$ cat config.mk
export PLATFORM = sky130hd
export DESIGN_NAME = stupidrv_console_out
export DESIGN_NICKNAME = d
export VERILOG_FILES = /design/src/rtl/stupidrv_pkg.sv /design/src/rtl/stupidrv_sync_fifo.sv /design/src/rtl/stupidrv_console_out.sv
export SDC_FILE = /design/constraint.sdc
export NUM_CORES = 1
export LEC_CHECK = 0
export ABC_AREA = 1
export BUFFER_PORTS_ARGS = -buffer_cell sky130_fd_sc_hd__buf_2
export CAP_MARGIN = 0
export CORE_MARGIN = 2
export CORE_UTILIZATION = 55
export DETAILED_ROUTE_END_ITERATION = 16
export PLACE_DENSITY = 0.79
export SETUP_SLACK_MARGIN = 0.3
export SLEW_MARGIN = 40
export SYNTH_ARGS = -nofsm -noshare
export SYNTH_HDL_FRONTEND = slang
export SYNTH_HIERARCHICAL = 1
export SYNTH_SLANG_ARGS = --single-unit
$ cat constraint.sdc
create_clock -name clock -period 10.6 [get_ports clock]
set_clock_uncertainty 0.05 [all_clocks]
set_input_delay 1.59 -clock clock [delete_from_list [all_inputs] [get_ports clock]]
set_output_delay 1.59 -clock clock [all_outputs]
set_load 0.01 [all_outputs]
$ cat src/rtl/stupidrv_pkg.sv
// Shared constants for the stupidrv console output peripheral.
// Holds the console address map, STATUS bit layout and the byte-merge helper.
package stupidrv_pkg;

    localparam int unsigned BUS_W  = 32;
    localparam int unsigned STRB_W = BUS_W / 8;

    localparam logic [31:0] CONSOLE_BASE_ADDR  = 32'h0200_0000;
    localparam logic [31:0] CONSOLE_DATA_OFS   = 32'h0000_0000;
    localparam logic [31:0] CONSOLE_STATUS_OFS = 32'h0000_0004;

    // STATUS register layout: [15:0] count, then flags; upper bits read 0.
    localparam int unsigned ST_COUNT_W = 16;
    localparam int unsigned ST_FULL    = 16;
    localparam int unsigned ST_EMPTY   = 17;
    localparam int unsigned ST_OVF     = 18;

    // Keep only the bytes enabled by strb; disabled lanes become zero.
    function automatic logic [BUS_W-1:0] merge_bytes(input logic [STRB_W-1:0] strb,
                                                     input logic [BUS_W-1:0]  data);
        logic [BUS_W-1:0] res;
        res = '0;
        for (int i = 0; i < int'(STRB_W); i++) begin
            if (strb[i]) begin
                res[8*i +: 8] = data[8*i +: 8];
            end
        end
        return res;
    endfunction

endpackage

$ cat src/rtl/stupidrv_sync_fifo.sv
// Synchronous FIFO without fall-through.
// Ports: clk, rst_n (sync, active-low), push/din, pop, dout (head word, 0 when empty),
//        count (DEPTH_LOG2+1 bits), full, empty.
// A push while full is accepted only when a pop happens in the same cycle.
module stupidrv_sync_fifo #(
    parameter int unsigned DEPTH_LOG2 = 3,
    parameter int unsigned WIDTH      = 32
) (
    input  logic                  clk,
    input  logic                  rst_n,
    input  logic                  push,
    input  logic                  pop,
    input  logic [WIDTH-1:0]      din,
    output logic [WIDTH-1:0]      dout,
    output logic [DEPTH_LOG2:0]   count,
    output logic                  full,
    output logic                  empty
);

    localparam int unsigned DEPTH = 1 << DEPTH_LOG2;
    localparam int unsigned CNT_W = DEPTH_LOG2 + 1;

    logic [WIDTH-1:0]      mem [DEPTH];
    logic [DEPTH_LOG2-1:0] wr_ptr;
    logic [DEPTH_LOG2-1:0] rd_ptr;
    logic [CNT_W-1:0]      count_q;
    logic                  do_push;
    logic                  do_pop;

    assign full    = (count_q == CNT_W'(DEPTH));
    assign empty   = (count_q == '0);
    assign do_pop  = pop && !empty;
    // When full, the slot being written is the head being popped this cycle.
    assign do_push = push && (!full || do_pop);
    assign count   = count_q;
    // Gate with empty so the head never shows stale or uninitialised storage.
    assign dout    = empty ? '0 : mem[rd_ptr];

    // Pointer and occupancy state.
    always_ff @(posedge clk) begin
        if (!rst_n) begin
            wr_ptr  <= '0;
            rd_ptr  <= '0;
            count_q <= '0;
        end else begin
            if (do_push) begin
                wr_ptr <= wr_ptr + DEPTH_LOG2'(1);
            end
            if (do_pop) begin
                rd_ptr <= rd_ptr + DEPTH_LOG2'(1);
            end
            case ({do_push, do_pop})
                2'b10:   count_q <= count_q + CNT_W'(1);
                2'b01:   count_q <= count_q - CNT_W'(1);
                default: count_q <= count_q;
            endcase
        end
    end

    // Storage array; contents are only observable through dout when non-empty.
    always_ff @(posedge clk) begin
        if (do_push) begin
            mem[wr_ptr] <= din;
        end
    end

endmodule

$ cat src/rtl/stupidrv_console_out.sv
// Memory-mapped console output peripheral on the stupidrv dmem bus.
// Ports: clock, reset (sync, active-low); dmem_valid/addr/wstrb/wdata in, dmem_rdata out
//        (registered, one cycle after a read); sel (combinational address hit);
//        out_valid/out_ready/out_data stream from the FIFO head; overflow (sticky drop flag).
// DATA at BASE_ADDR pushes byte-merged store data; STATUS at BASE_ADDR+4 reports
// count/full/empty/overflow and clears overflow on a write of bit 18.
module stupidrv_console_out
    import stupidrv_pkg::*;
#(
    parameter logic [31:0] BASE_ADDR  = CONSOLE_BASE_ADDR,
    parameter int unsigned DEPTH_LOG2 = 3
) (
    input  logic              clock,
    input  logic              reset,
    input  logic              dmem_valid,
    input  logic [31:0]       dmem_addr,
    input  logic [3:0]        dmem_wstrb,
    input  logic [31:0]       dmem_wdata,
    output logic [31:0]       dmem_rdata,
    output logic              sel,
    output logic              out_valid,
    input  logic              out_ready,
    output logic [31:0]       out_data,
    output logic              overflow
);

    localparam int unsigned CNT_W       = DEPTH_LOG2 + 1;
    localparam logic [29:0] DATA_WORD   = BASE_ADDR[31:2] + CONSOLE_DATA_OFS[31:2];
    localparam logic [29:0] STATUS_WORD = BASE_ADDR[31:2] + CONSOLE_STATUS_OFS[31:2];

    logic             is_data;
    logic             is_status;
    logic             is_write;
    logic             push;
    logic             pop;
    logic             drop;
    logic             ovf_clear;
    logic             fifo_full;
    logic             fifo_empty;
    logic [CNT_W-1:0] fifo_count;
    logic [31:0]      status_word;
    logic [31:0]      rdata_next;
    logic             unused_addr_lsbs;

    assign unused_addr_lsbs = ^dmem_addr[1:0];

    // Address decode; byte offset within the word is ignored.
    assign is_data   = (dmem_addr[31:2] == DATA_WORD);
    assign is_status = (dmem_addr[31:2] == STATUS_WORD);
    assign sel       = dmem_valid && (is_data || is_status);
    assign is_write  = |dmem_wstrb;

    assign push      = sel && is_data && is_write;
    assign pop       = out_valid && out_ready;
    assign drop      = push && fifo_full && !pop;
    assign ovf_clear = sel && is_status && dmem_wstrb[ST_OVF / 8] && dmem_wdata[ST_OVF];
    assign out_valid = !fifo_empty;

    stupidrv_sync_fifo #(
        .DEPTH_LOG2 (DEPTH_LOG2),
        .WIDTH      (32)
    ) u_fifo (
        .clk   (clock),
        .rst_n (reset),
        .push  (push),
        .pop   (pop),
        .din   (merge_bytes(dmem_wstrb, dmem_wdata)),
        .dout  (out_data),
        .count (fifo_count),
        .full  (fifo_full),
        .empty (fifo_empty)
    );

    // STATUS word and read-data selection from pre-update state.
    always_comb begin
        status_word                   = '0;
        status_word[ST_COUNT_W-1:0]   = ST_COUNT_W'(fifo_count);
        status_word[ST_FULL]          = fifo_full;
        status_word[ST_EMPTY]         = fifo_empty;
        status_word[ST_OVF]           = overflow;
        rdata_next                    = '0;
        if (sel && !is_write && is_status) begin
            rdata_next = status_word;
        end
    end

    // Sticky overflow (set beats clear) and the registered read port.
    always_ff @(posedge clock) begin
        if (!reset) begin
            overflow   <= 1'b0;
            dmem_rdata <= '0;
        end else begin
            if (drop) begin
                overflow <= 1'b1;
            end else if (ovf_clear) begin
                overflow <= 1'b0;
            end
            dmem_rdata <= rdata_next;
        end
    end

endmodule
* After elaboration in Yosys (flattened, before gate mapping) *
Memory sizes are Yosys's and may differ from the RTL's. A register that Yosys moved wholly into a read port is not among the register bits.
Index checks and enable logic that the tools add are counted.

word-level totals
  register bits after elaboration = 43
  memory bits (writable) = 256
  bits of input ports = 72
  output and inout bits = 67
  word-level logic and storage cells = 52
  memories = 1

operators by class
  add/subtract/negate cells = 4
  equality and inequality tests = 5
  mux-type cells = 12
  reductions and logical operators = 24

memory list
  name        words  width  read ports  clocked after memory_dff  write ports  line                      source
  u_fifo.mem  8      32     1           1                         1            stupidrv_sync_fifo.sv:23  logic [WIDTH-1:0] mem [DEPTH];

operators by type and width
  kind                                              number
  == test 30 x 24 -> 1 bit, second input constant   2
  2-to-1 mux 32 bit                                 1
  2-to-1 mux 8 bit                                  4
  logical AND 1 bit                                 13
  one-hot mux 4 bit (2 select lines)                1
  adder 3 x 1 -> 3 bit, second input constant       2
  2-to-1 mux 3 bit                                  2
  adder 4 x 1 -> 4 bit, second input constant       1
  == test 4 bit, second input constant              1
  zero test 1 bit                                   4
  zero test 4 bit                                   1
  2-to-1 mux 1 bit                                  4
  nonzero test 2 bit                                2
  OR reduction 4 bit                                1
  subtractor 4 x 1 -> 4 bit, second input constant  1
  == test 2 x 1 -> 1 bit, second input constant     1
  == test 2 bit, second input constant              1
  logical OR 1 bit                                  2
  AND reduction 2 bit                               1

* Longest topological paths before layout *
Gate-level depths: netlist of run 1.

  depth after elaboration = 8
  mapped depth = 20
  depth with buffers taken out = 20

* Cells and area by module *
Netlist of run 1, hierarchy kept.

by module, submodules not included
  module                instances  cells each  area each (um2)  sequential area each (um2)
  stupidrv_sync_fifo    1          819         10721.5          7947.6
  stupidrv_console_out  1          166         893.4            160.2

* Worst setup path after synthesis of run 1 *
OpenSTA, ideal clock, no wires.

  path type = input port to flip-flop
  start point = in dmem_addr[3]
  end point = mem u_fifo.mem[1][0] (enable)
  library setup time = 0.421 ns
  arrival = 4.094 ns
  required time = 10.129 ns
  slack = 6.035 ns
  stages = 10
  buffers on the path = 0
  cell sequence = or2_1 > nor2_1 > nand2_1 > nor2_4 > inv_2 > nor4_2 > nand2_1 > nor2_1 > inv_1 > nor2_1

between the ends
  word-level cells in the longest chain between the ends = 8
  elaborated cells between the ends (all ways) = 9
  those cells by class = eq/ne: 2; mux: 2; reduce/logical: 5

ends and longest elaborated chain
  item                                                line                                                    source
  start, declared                                     stupidrv_console_out.sv:16                              input logic [31:0] dmem_addr,
  == test 30 x 24 -> 1 bit, on equally long branches  stupidrv_console_out.sv:48, stupidrv_console_out.sv:49
  logical OR 1 bit                                    stupidrv_console_out.sv:50                              assign sel = dmem_valid && (is_data || is_status);
  logical AND 1 bit                                   stupidrv_console_out.sv:50
  logical AND 1 bit (*) (2 in series)                 stupidrv_console_out.sv:53                              assign push = sel && is_data && is_write;
  named net push                                      stupidrv_console_out.sv:34                              logic push;
  logical AND 1 bit (*)                               stupidrv_sync_fifo.sv:34                                assign do_push = push && (!full || do_pop);
  2-to-1 mux 1 bit (*)                                stupidrv_sync_fifo.sv:62                                if (do_push) begin
  2-to-1 mux 1 bit (implied by the code) (*)          stupidrv_sync_fifo.sv:63                                mem[wr_ptr] <= din;
  end, declared                                       stupidrv_sync_fifo.sv:23

The timed path passes the listed nets; every way through them passes the cells marked *.

==> results.sh, run 1 <==
export IMPL_outcome="complete, no violations"
export IMPL_fp_coreArea_mm2=0.0209
export IMPL_r2r_start="u_fifo/count[0]"
export IMPL_slew_headroom=0.441
export IMPL_drtIter0Drc=727
export IMPL_setup_slack_ns=5.96
export IMPL_reg2reg_depth=11
export IMPL_maxCapViolCount=0
export IMPL_dp_cells=1332
export IMPL_crit_buf_inv=3
export IMPL_hold_start="overflow"
export IMPL_layout_commonest_cell="edfxtp_1"
export IMPL_maxSlewViolCount=0
export IMPL_io_pins=139
export IMPL_finalNonFillerCells=1381
export IMPL_dr_pass1_iters=7
export IMPL_p_per_area_mw_per_mm2=158
export IMPL_nets=1163
export IMPL_drt_total_wl_um=23400
export IMPL_max_freq_mhz=215
export IMPL_min_delay_path_depth=2
export IMPL_final_period_utilization=0.438
export IMPL_ys_seq_area_frac=0.698
export IMPL_post_route_drc_count=0
export IMPL_ir_worst_vdd_mv=0.125
export IMPL_cts_tree="done"
export IMPL_die_y_um=149
export IMPL_wire_per_inst_um=16.9
export IMPL_cp_start_kind="flip-flop"
export IMPL_dp_hpwl_um=13100
export IMPL_clock_latency_ns=0.54
export IMPL_die_w_um=149
export IMPL_ys_ff_latch=277
export IMPL_postRouteAntennaNets=0
export IMPL_crit_slowest_cell="buf_4"
export IMPL_port_buffers=111
export IMPL_grt_use_total=0.212
export IMPL_worst_pin_slew_ns=0.835
export IMPL_grt_max_degree=129
export IMPL_setup_viol=0
export IMPL_via_count=7448
export IMPL_cts_root_buf="clkbuf_16"
export IMPL_grt_pass1_wl_um=36000
export IMPL_start_util=0.556
export IMPL_cpMostUsedCell="o21ai_0"
export IMPL_final_hold_violation_count=0
export IMPL_critical_path_class="reg -> out"
export IMPL_p_leak_nw=4.97
export IMPL_pre_cts_slack_ns=6.08
export IMPL_min_path_type="reg -> reg"
export IMPL_cts_buffers=27
export IMPL_overflow=0
export IMPL_routed_via_density=5.39
export IMPL_yosysUniqueCellTypes=32
export IMPL_clockBufferDepth=3
export IMPL_antenna_found_initial=1
export IMPL_synth_largest_area_cell="edfxtp_1"
export IMPL_synth_top_area_share=0.662
export IMPL_crit_arrival_ns=3.00
export IMPL_cts_setup_buffers=0
export IMPL_worstPathCellList="inv_2, buf_4, o21ai_0, o21ai_1, o21ai_0, nor2_1, buf_2"
export IMPL_clk_pin_slew_ns=0.06
export IMPL_cp_top_family="buffers and inverters"
export IMPL_fin_setup_tns_ns=0
export IMPL_cp_slowest_stage_delay_ns=0.65
export IMPL_cts_sinks=277
export IMPL_htree_levels=1
export IMPL_place_congestion=0.787
export IMPL_postCtsHoldBufs=0
export IMPL_syn_inst=985
export IMPL_critPathCaptureType="output pin"
export IMPL_crit_fanout=60
export IMPL_dieArea_mm2=0.0223
export IMPL_cts_repair_resized=0
export IMPL_hold_slack_ns=0.414
export IMPL_yosys_warnings=6
export IMPL_layout_common_cells="256 x edfxtp_1, 227 x nor2_1, 148 x o21ai_0"
export IMPL_fin_crit_ns=4.64
export IMPL_crit_required_ns=8.96
export IMPL_synth_area_leaders="edfxtp_1 66%, nor2_1 7.6%, o21ai_0 6.4%"
export IMPL_grt_pass1_vias=7040
export IMPL_drive_above_1_share=0.167
export IMPL_syn_area_mm2=0.0116
export IMPL_area_delta_synth_final_pct=13.1
export IMPL_path_depth=7
export IMPL_synth_avg_cell_area_um2=11.8
export IMPL_rsz0062_at_grt="false"
export IMPL_rows=53
[routing by layer]
metal	track usage	wire length [um]
met3	0.0373	1850
met1	0.270	9230
met4	0.0667	538
met2	0.371	11800
met5	0	0
[area by class of cell]
type	count	area, um^2
clock inverter	14	76.3
inverter	67	251
sequential	277	8120
timing repair buffer	126	746
clock buffer	34	702
tap	275	344
fill	1518	7750
multi-input combinational	587	2900
antenna	1	2.50
[final timing paths]
path                            to  slack (ns)
setup / recovery      out_data[12]        5.96
hold / removal      dmem_rdata[18]        0.41
hold reg to reg     dmem_rdata[18]        0.41
setup reg to reg  u_fifo/mem[0][0]        6.95
[synth_stat cells, drive strengths merged]
library cell	n
fa	1
nor4	1
nand3	10
nand2	61
buf	55
inv	67
or2	1
a21oi	10
dfxtp	21
nand4	4
mux2i	32
clkbuf	23
nor2	238
edfxtp	256
xor2	1
o21ai	167
o22ai	32
ha	4
conb	1
[power by group]
group | switching, mW | leakage [nW] | internal, mW | total [mW]
clock | 0.377 | 0.387 | 0.468 | 0.845
sequential | 0.0000000000557 | 2.59 | 1.19 | 1.19
combinational | 0.0268 | 1.99 | 0.0124 | 0.0392
total | 0.404 | 4.97 | 1.67 | 2.08
[logic make-up (layout without fill, tap and decap cells)]
kind of cell             count (synthesis)  in the layout  share of synthesized area
AO/OA/AOI/OAI                          209            209                     0.0938
XOR/XNOR                                 1              1                   0.000754
adder cells (fa/ha/maj)                  5              5                    0.00603
buffers and inverters                  145            241                     0.0651
flip-flops                             277            277                      0.698
multiplexers                            32             32                     0.0276
other                                    1             26                   0.000323
AND/OR/NAND/NOR                        315            315                      0.108
[metrics by stage]
| step | utilization | cell area [um^2] | power, mW |
|---|---|---|---|
| 2_1_floorplan | - | 11700 | 1.24 |
| 3_3_place_gp | 0.586 | 12300 | 1.25 |
| 3_5_place_dp | 0.591 | 12400 | 1.25 |
| 4_1_cts | 0.629 | 13100 | 2.09 |
| 5_1_grt | 0.629 | 13100 | 2.14 |
| 6_report | 0.629 | 13100 | 2.08 |
[registers in the layout, summed over array words and instances, names as in the netlist, named ones only]
register       flops
u_fifo/rd_ptr      3
u_fifo/count       4
u_fifo/wr_ptr      3
dmem_rdata         7
u_fifo/mem       256
overflow           1
[worst register-to-register path: stages, from the launching register on]
cell     delay, ns
dfxtp_1       0.47
nor2_4        0.07
nand2_2       0.62
inv_1         0.17
nor2_1        0.29
inv_1         0.12
nand4_1       0.11
nand2_1       0.10
inv_1         0.14
nand2_1       0.24
nor2_4        0.46
buf_4         0.47
Note: power is estimated with default switching activity, not from simulation.
==> inputs of run 2 (changes only) <==
--- a/config.mk
+++ b/config.mk
@@ -5,7 +5,7 @@
 export SDC_FILE = /design/constraint.sdc
 export NUM_CORES = 1
 export LEC_CHECK = 0
-export ABC_AREA = 1
+export ABC_AREA = 0
 export BUFFER_PORTS_ARGS = -buffer_cell sky130_fd_sc_hd__buf_2
 export CAP_MARGIN = 0
 export CORE_MARGIN = 2
==> constraint.sdc (replaced) <==
create_clock -name clock -period 4.72 [get_ports clock]
set_clock_uncertainty 0.05 [all_clocks]
set_input_delay 0.708 -clock clock [delete_from_list [all_inputs] [get_ports clock]]
set_output_delay 0.708 -clock clock [all_outputs]
set_load 0.01 [all_outputs]
==> run 2 against run 1 <==
Largest cell class unchanged. Worst hold slack better by 0.0054 ns. Worst setup slack worse by 4.7 ns. Global-route usage down 0.072 points. Highest routed layer unchanged. Critical endpoint is now out_data[0].
==> results.sh, run 2 <==
export IMPL_ir_worst_vdd_mv=0.319
export IMPL_setup_slack_ns=1.30
export IMPL_hold_start="dmem_addr[2]"
export IMPL_post_route_drc_count=0
export IMPL_synth_async_reset_ratio=0
export IMPL_place_congestion=0.812
export IMPL_cts_repair_resized=0
export IMPL_crit_fanout=28
export IMPL_grt_use_total=0.211
export IMPL_yosysMostFrequentCell="edfxtp_1"
export IMPL_clk_pin_slew_ns=0.06
export IMPL_fin_crit_ns=3.42
export IMPL_n_antenna_cell=0
export IMPL_grt_pass1_vias=6044
export IMPL_cts_buffers=27
export IMPL_crit_arrival_ns=2.67
export IMPL_grt_max_degree=39
export IMPL_crit_slowest_cell="dfxtp_4"
export IMPL_seq_area_mm2=0.00812
export IMPL_yosys_warnings=6
export IMPL_cpMostUsedCell="buf_12"
export IMPL_syn_inst=586
export IMPL_area_delta_synth_final_pct=17.0
export IMPL_critPathCaptureType="output pin"
export IMPL_routed_via_density=5.69
export IMPL_dp_cells=960
export IMPL_fp_coreArea_mm2=0.0201
export IMPL_wire_per_inst_um=22.3
export IMPL_layout_common_cells="256 x edfxtp_1, 111 x buf_2, 64 x mux4_2"
export IMPL_met1_usage=0.280
export IMPL_ys_seq_area_frac=0.722
export IMPL_port_buffers=111
export IMPL_worstPathCellList="buf_12, buf_12, mux4_2, mux2i_1, nor2_1, buf_2"
export IMPL_syn_area_mm2=0.0112
export IMPL_use_met3=0.0357
export IMPL_layout_commonest_cell="edfxtp_1"
export IMPL_fin_area_mm2=0.0131
export IMPL_p_leak_nw=4.30
export IMPL_pre_cts_slack_ns=1.08
export IMPL_r2r_end="u_fifo/mem[5][18]"
export IMPL_min_delay_path_depth=3
export IMPL_cts_setup_buffers=0
export IMPL_reg2reg_depth=8
export IMPL_worst_pin_slew_ns=0.817
export IMPL_die_y_um=147
export IMPL_drtIter0Drc=543
export IMPL_crit_required_ns=3.96
export IMPL_via_count=5761
export IMPL_rsz0062_at_grt="false"
export IMPL_cp_slowest_stage_delay_ns=0.58
export IMPL_grt_pass1_wl_um=34500
export IMPL_synth_common_cells="256 x edfxtp_1, 64 x mux4_2, 45 x nor2_1"
export IMPL_clockBufferDepth=3
export IMPL_synth_largest_area_cell="edfxtp_1"
export IMPL_ys_ff_latch=277
export IMPL_setup_viol=0
export IMPL_synth_flop_cell="edfxtp_1"
export IMPL_gr_usage_met2=0.375
export IMPL_cp_start_kind="flip-flop"
export IMPL_overflow=0
export IMPL_r2r_start="u_fifo/count[0]"
export IMPL_outcome="complete, no violations"
export IMPL_cts_root_buf="clkbuf_16"
export IMPL_cts_sinks=277
export IMPL_critical_path_class="reg -> out"
export IMPL_slew_headroom=0.455
export IMPL_min_path_type="in -> reg"
export IMPL_synth_edf_count=256
export IMPL_drive_above_1_share=0.367
export IMPL_rows=52
export IMPL_die_w_um=147
export IMPL_maxCapViolCount=0
export IMPL_r2r_slack_ns=1.91
export IMPL_dpl_cell_area_mm2=0.0122
export IMPL_n_fill_cell=1320
export IMPL_htree_levels=1
export IMPL_synth_top_area_share=0.684
export IMPL_clock_latency_ns=0.54
export IMPL_drt_total_wl_um=22500
export IMPL_largest_register_ffs=256
export IMPL_multiInputGateArea_mm2=0.00294
export IMPL_dr_pass1_iters=5
export IMPL_synth_avg_cell_area_um2=19.2
export IMPL_dp_hpwl_um=13100
export IMPL_nets=798
export IMPL_holdPathEnd="dmem_rdata[17]"
export IMPL_final_period_utilization=0.725
export IMPL_cts_tree="done"
export IMPL_gr_max_usage_layer="met2"
export IMPL_fin_setup_tns_ns=0
export IMPL_start_util=0.559
export IMPL_dieArea_mm2=0.0216
export IMPL_synth_area_leaders="edfxtp_1 68%, mux4_2 13%, dfxtp_1 3.7%"
export IMPL_postRouteAntennaNets=0
export IMPL_top_register="u_fifo/mem"
export IMPL_yosysUniqueCellTypes=49
export IMPL_p_per_area_mw_per_mm2=383
export IMPL_finalNonFillerCells=1012
export IMPL_total_power_mw=5.03
export IMPL_final_hold_violation_count=0
export IMPL_io_pins=139
export IMPL_postCtsHoldBufs=0
export IMPL_max_freq_mhz=292
export IMPL_antenna_found_initial=0
export IMPL_maxSlewViolCount=0
[run 2: critical path, delay by kind of cell, from the launching register on]
kind	cells	cell delay, ns
DFF	1	0.58
and+or+nand+nor	1	0.10
muxes	2	0.69
buffers and inverters	3	0.72
[run 2: cells by family after synthesis]
group	Yosys count	synth area share
DFF	277	0.722
and+or+nand+nor	125	0.0628
muxes	98	0.159
buffers and inverters	57	0.0306
AOI/OAI and AO/OA	16	0.0139
xor gates and xnor gates	7	0.00546
adders and majority gates	5	0.00624
other	1	0.000334
[run 2: through the flow]
stage          hold slack, ns   util
6_report                0.420  0.654
3_5_place_dp            0.431  0.605
3_3_place_gp            0.419  0.605
5_1_grt                 0.422  0.654
4_1_cts                 0.405  0.652
2_1_floorplan           0.374      -
[run 2: power breakdown]
group           switching (mW)  leakage [nW]  internal (mW)
clock                    0.895         0.456           1.38
combinational           0.0554          1.42         0.0295
sequential     0.0000000000615          2.42           2.68
[run 2: layout make-up]
class | instances | share of cell area
Clock buffer | 30 | 0.0523
Clock inverter | 20 | 0.0198
Inverter | 7 | 0.00200
Multi-Input combinational cell | 276 | 0.224
Sequential cell | 277 | 0.618
Tap cell | 270 | 0.0257
Timing Repair Buffer | 132 | 0.0588
[run 2: worst max-delay path by stage]
stage,endpoint,startpoint,cells after the start,slack [ns]
after floorplan,u_fifo/mem[1][0],dmem_addr[29],7,0.07
after CTS,out_data[0],flip-flop,5,1.14
after global placement,u_fifo/mem[6][25],dmem_addr[5],9,1.13
after global routing,out_data[0],flip-flop,6,1.10
after detailed placement,u_fifo/count[3],dmem_addr[5],14,1.08
final,out_data[0],flip-flop,6,1.30
[run 2: per-layer routing]
layer / part of all wire / wire length, um
met4: 0.018 / 399
met3: 0.065 / 1460
met5: 0 / 0
met1: 0.39 / 8880
met2: 0.52 / 11800
==> inputs of run 3 (changes only) <==
==> constraint.sdc (replaced) <==
create_clock -name clock -period 3.35 [get_ports clock]
set_clock_uncertainty 0.05 [all_clocks]
set_input_delay 0.5025 -clock clock [delete_from_list [all_inputs] [get_ports clock]]
set_output_delay 0.5025 -clock clock [all_outputs]
set_load 0.01 [all_outputs]
==> run 3 against run 2 <==
Die area unchanged. Highest routed layer unchanged. Critical path depth down 1. Via count up 2.0%.
==> results.sh, run 3 (synthesized netlist as in run 2, its figures left out) <==
export IMPL_n_antenna_cell=0
export IMPL_cts_buffers=27
export IMPL_total_power_mw=6.81
export IMPL_nets=813
export IMPL_drt_total_wl_um=22800
export IMPL_cts_root_buf="clkbuf_16"
export IMPL_setup_viol=0
export IMPL_routed_via_density=5.73
export IMPL_r2r_end="u_fifo/count[3]"
export IMPL_largest_register_ffs=256
export IMPL_drive_above_1_share=0.372
export IMPL_r2r_slack_ns=0.60
export IMPL_clockBufferDepth=3
export IMPL_clk_pin_slew_ns=0.06
export IMPL_critPathCaptureType="output pin"
export IMPL_pre_cts_slack_ns=0.0886
export IMPL_post_route_drc_count=0
export IMPL_layout_commonest_cell="edfxtp_1"
export IMPL_rows=52
export IMPL_io_pins=139
export IMPL_start_util=0.559
export IMPL_final_period_utilization=0.864
export IMPL_critical_path_class="reg -> out"
export IMPL_crit_required_ns=2.80
export IMPL_crit_buf_inv=2
export IMPL_overflow=0
export IMPL_maxSlewViolCount=0
export IMPL_ir_worst_vdd_mv=0.382
export IMPL_min_delay_path_depth=3
export IMPL_crit_fanout=34
export IMPL_maxCapViolCount=0
export IMPL_wire_per_inst_um=22.3
export IMPL_top_register="u_fifo/mem"
export IMPL_die_w_um=147
export IMPL_port_buffers=111
export IMPL_min_path_type="in -> reg"
export IMPL_grt_max_degree=35
export IMPL_finalNonFillerCells=1026
export IMPL_p_leak_nw=4.35
export IMPL_rsz0062_at_grt="false"
export IMPL_slew_headroom=0.560
export IMPL_reg2reg_depth=9
export IMPL_cp_top_family="flip-flops"
export IMPL_cts_tree="done"
export IMPL_cts_sinks=277
export IMPL_area_delta_synth_final_pct=18.0
export IMPL_postRouteAntennaNets=0
export IMPL_outcome="complete, no violations"
export IMPL_grt_pass1_vias=6185
export IMPL_die_y_um=147
export IMPL_crit_arrival_ns=2.34
export IMPL_layout_common_cells="256 x edfxtp_1, 111 x buf_2, 64 x mux4_2"
export IMPL_antenna_found_initial=0
export IMPL_hold_start="dmem_addr[2]"
export IMPL_grt_use_total=0.215
export IMPL_cp_slowest_stage_delay_ns=0.72
export IMPL_fin_crit_ns=2.90
export IMPL_place_congestion=0.768
export IMPL_htree_levels=1
export IMPL_dp_hpwl_um=13500
export IMPL_cp_start_kind="flip-flop"
export IMPL_fp_coreArea_mm2=0.0201
export IMPL_dp_cells=968
export IMPL_postCtsHoldBufs=0
export IMPL_dieArea_mm2=0.0216
export IMPL_r2r_start="u_fifo/count[1]"
export IMPL_setup_slack_ns=0.454
export IMPL_drtIter0Drc=403
export IMPL_worstPathCellList="buf_12, mux4_2, mux2i_1, nor2_1, buf_2"
export IMPL_worst_pin_slew_ns=0.660
export IMPL_holdPathEnd="dmem_rdata[17]"
export IMPL_dr_pass1_iters=5
export IMPL_max_freq_mhz=345
export IMPL_grt_pass1_wl_um=35100
export IMPL_via_count=5874
export IMPL_clock_latency_ns=0.52
export IMPL_p_per_area_mw_per_mm2=514
export IMPL_crit_slowest_cell="dfxtp_2"
export IMPL_final_hold_violation_count=0
-- run 3: changes by cell type in the layout (fill, tap and decap cells not counted), sizes merged --
| cell | change |
|---|---|
| buf | +14 |
| clkbuf | +8 |
| bufinv | -3 |
| clkinv | -2 |
| clkinvlp | -2 |
| inv | -2 |
| bufbuf | +1 |
-- run 3: cell type report --
| type | count | area (um^2) |
|---|---|---|
| sequential | 277 | 8110 |
| fill | 1316 | 6850 |
| multi-input combinational | 276 | 3000 |
| timing repair buffer | 147 | 931 |
| clock buffer | 38 | 717 |
| tap | 270 | 338 |
| clock inverter | 11 | 130 |
| inverter | 7 | 26.3 |
-- run 3: worst max-delay path by stage --
stage,from,endpoint,slack [ns],depth (start not counted)
global placement,dmem_addr[8],u_fifo/count[3],0.21,13
CTS,flip-flop,out_data[16],0.29,5
finish,flip-flop,out_data[15],0.45,5
detailed placement,dmem_addr[8],u_fifo/count[3],0.09,13
floorplan,dmem_addr[12],u_fifo/mem[3][0],-0.02,7
global route,flip-flop,out_data[12],0.35,5
-- run 3: worst min-delay path, delay by kind of cell --
family,cells,cell delay (ns)
buf+inv,1,0.13
simple gates,2,0.12
-- run 3: power breakdown --
| group | internal (mW) | leakage [nW] | switching, mW |
|---|---|---|---|
| combinational | 0.0435 | 1.52 | 0.0817 |
| clock | 1.72 | 0.404 | 1.20 |
| sequential | 3.77 | 2.42 | 0.0000000000878 |
| total | 5.53 | 4.35 | 1.28 |
-- run 3: per-layer routing --
layer	vias to the layer above	global-route usage	part of all wire
met2	249	0.382	0.52
met3	32	0.0320	0.064
met1	3017	0.287	0.40
li1	2576	-	-
met4	0	0.0457	0.015
met5	-	0	0
-- run 3: stage by stage --
stage          area, um^2  hold WS, ns  TNS [ns]  utilization
4_1_cts             13200        0.214         0        0.657
5_1_grt             13300        0.229         0        0.659
3_3_place_gp        12300        0.429         0        0.612
3_5_place_dp        12300        0.462         0        0.612
6_report            13300        0.227         0        0.659
2_1_floorplan       11400        0.374     -2.33            -
-- run 3: what timing repair did --
action                     in CTS  in global routing
setup endpoints to repair       5                 13
gates cloned                    1                  0
resized for setup               1                  0
buffers inserted                0                  7
pin swaps                       0                  0
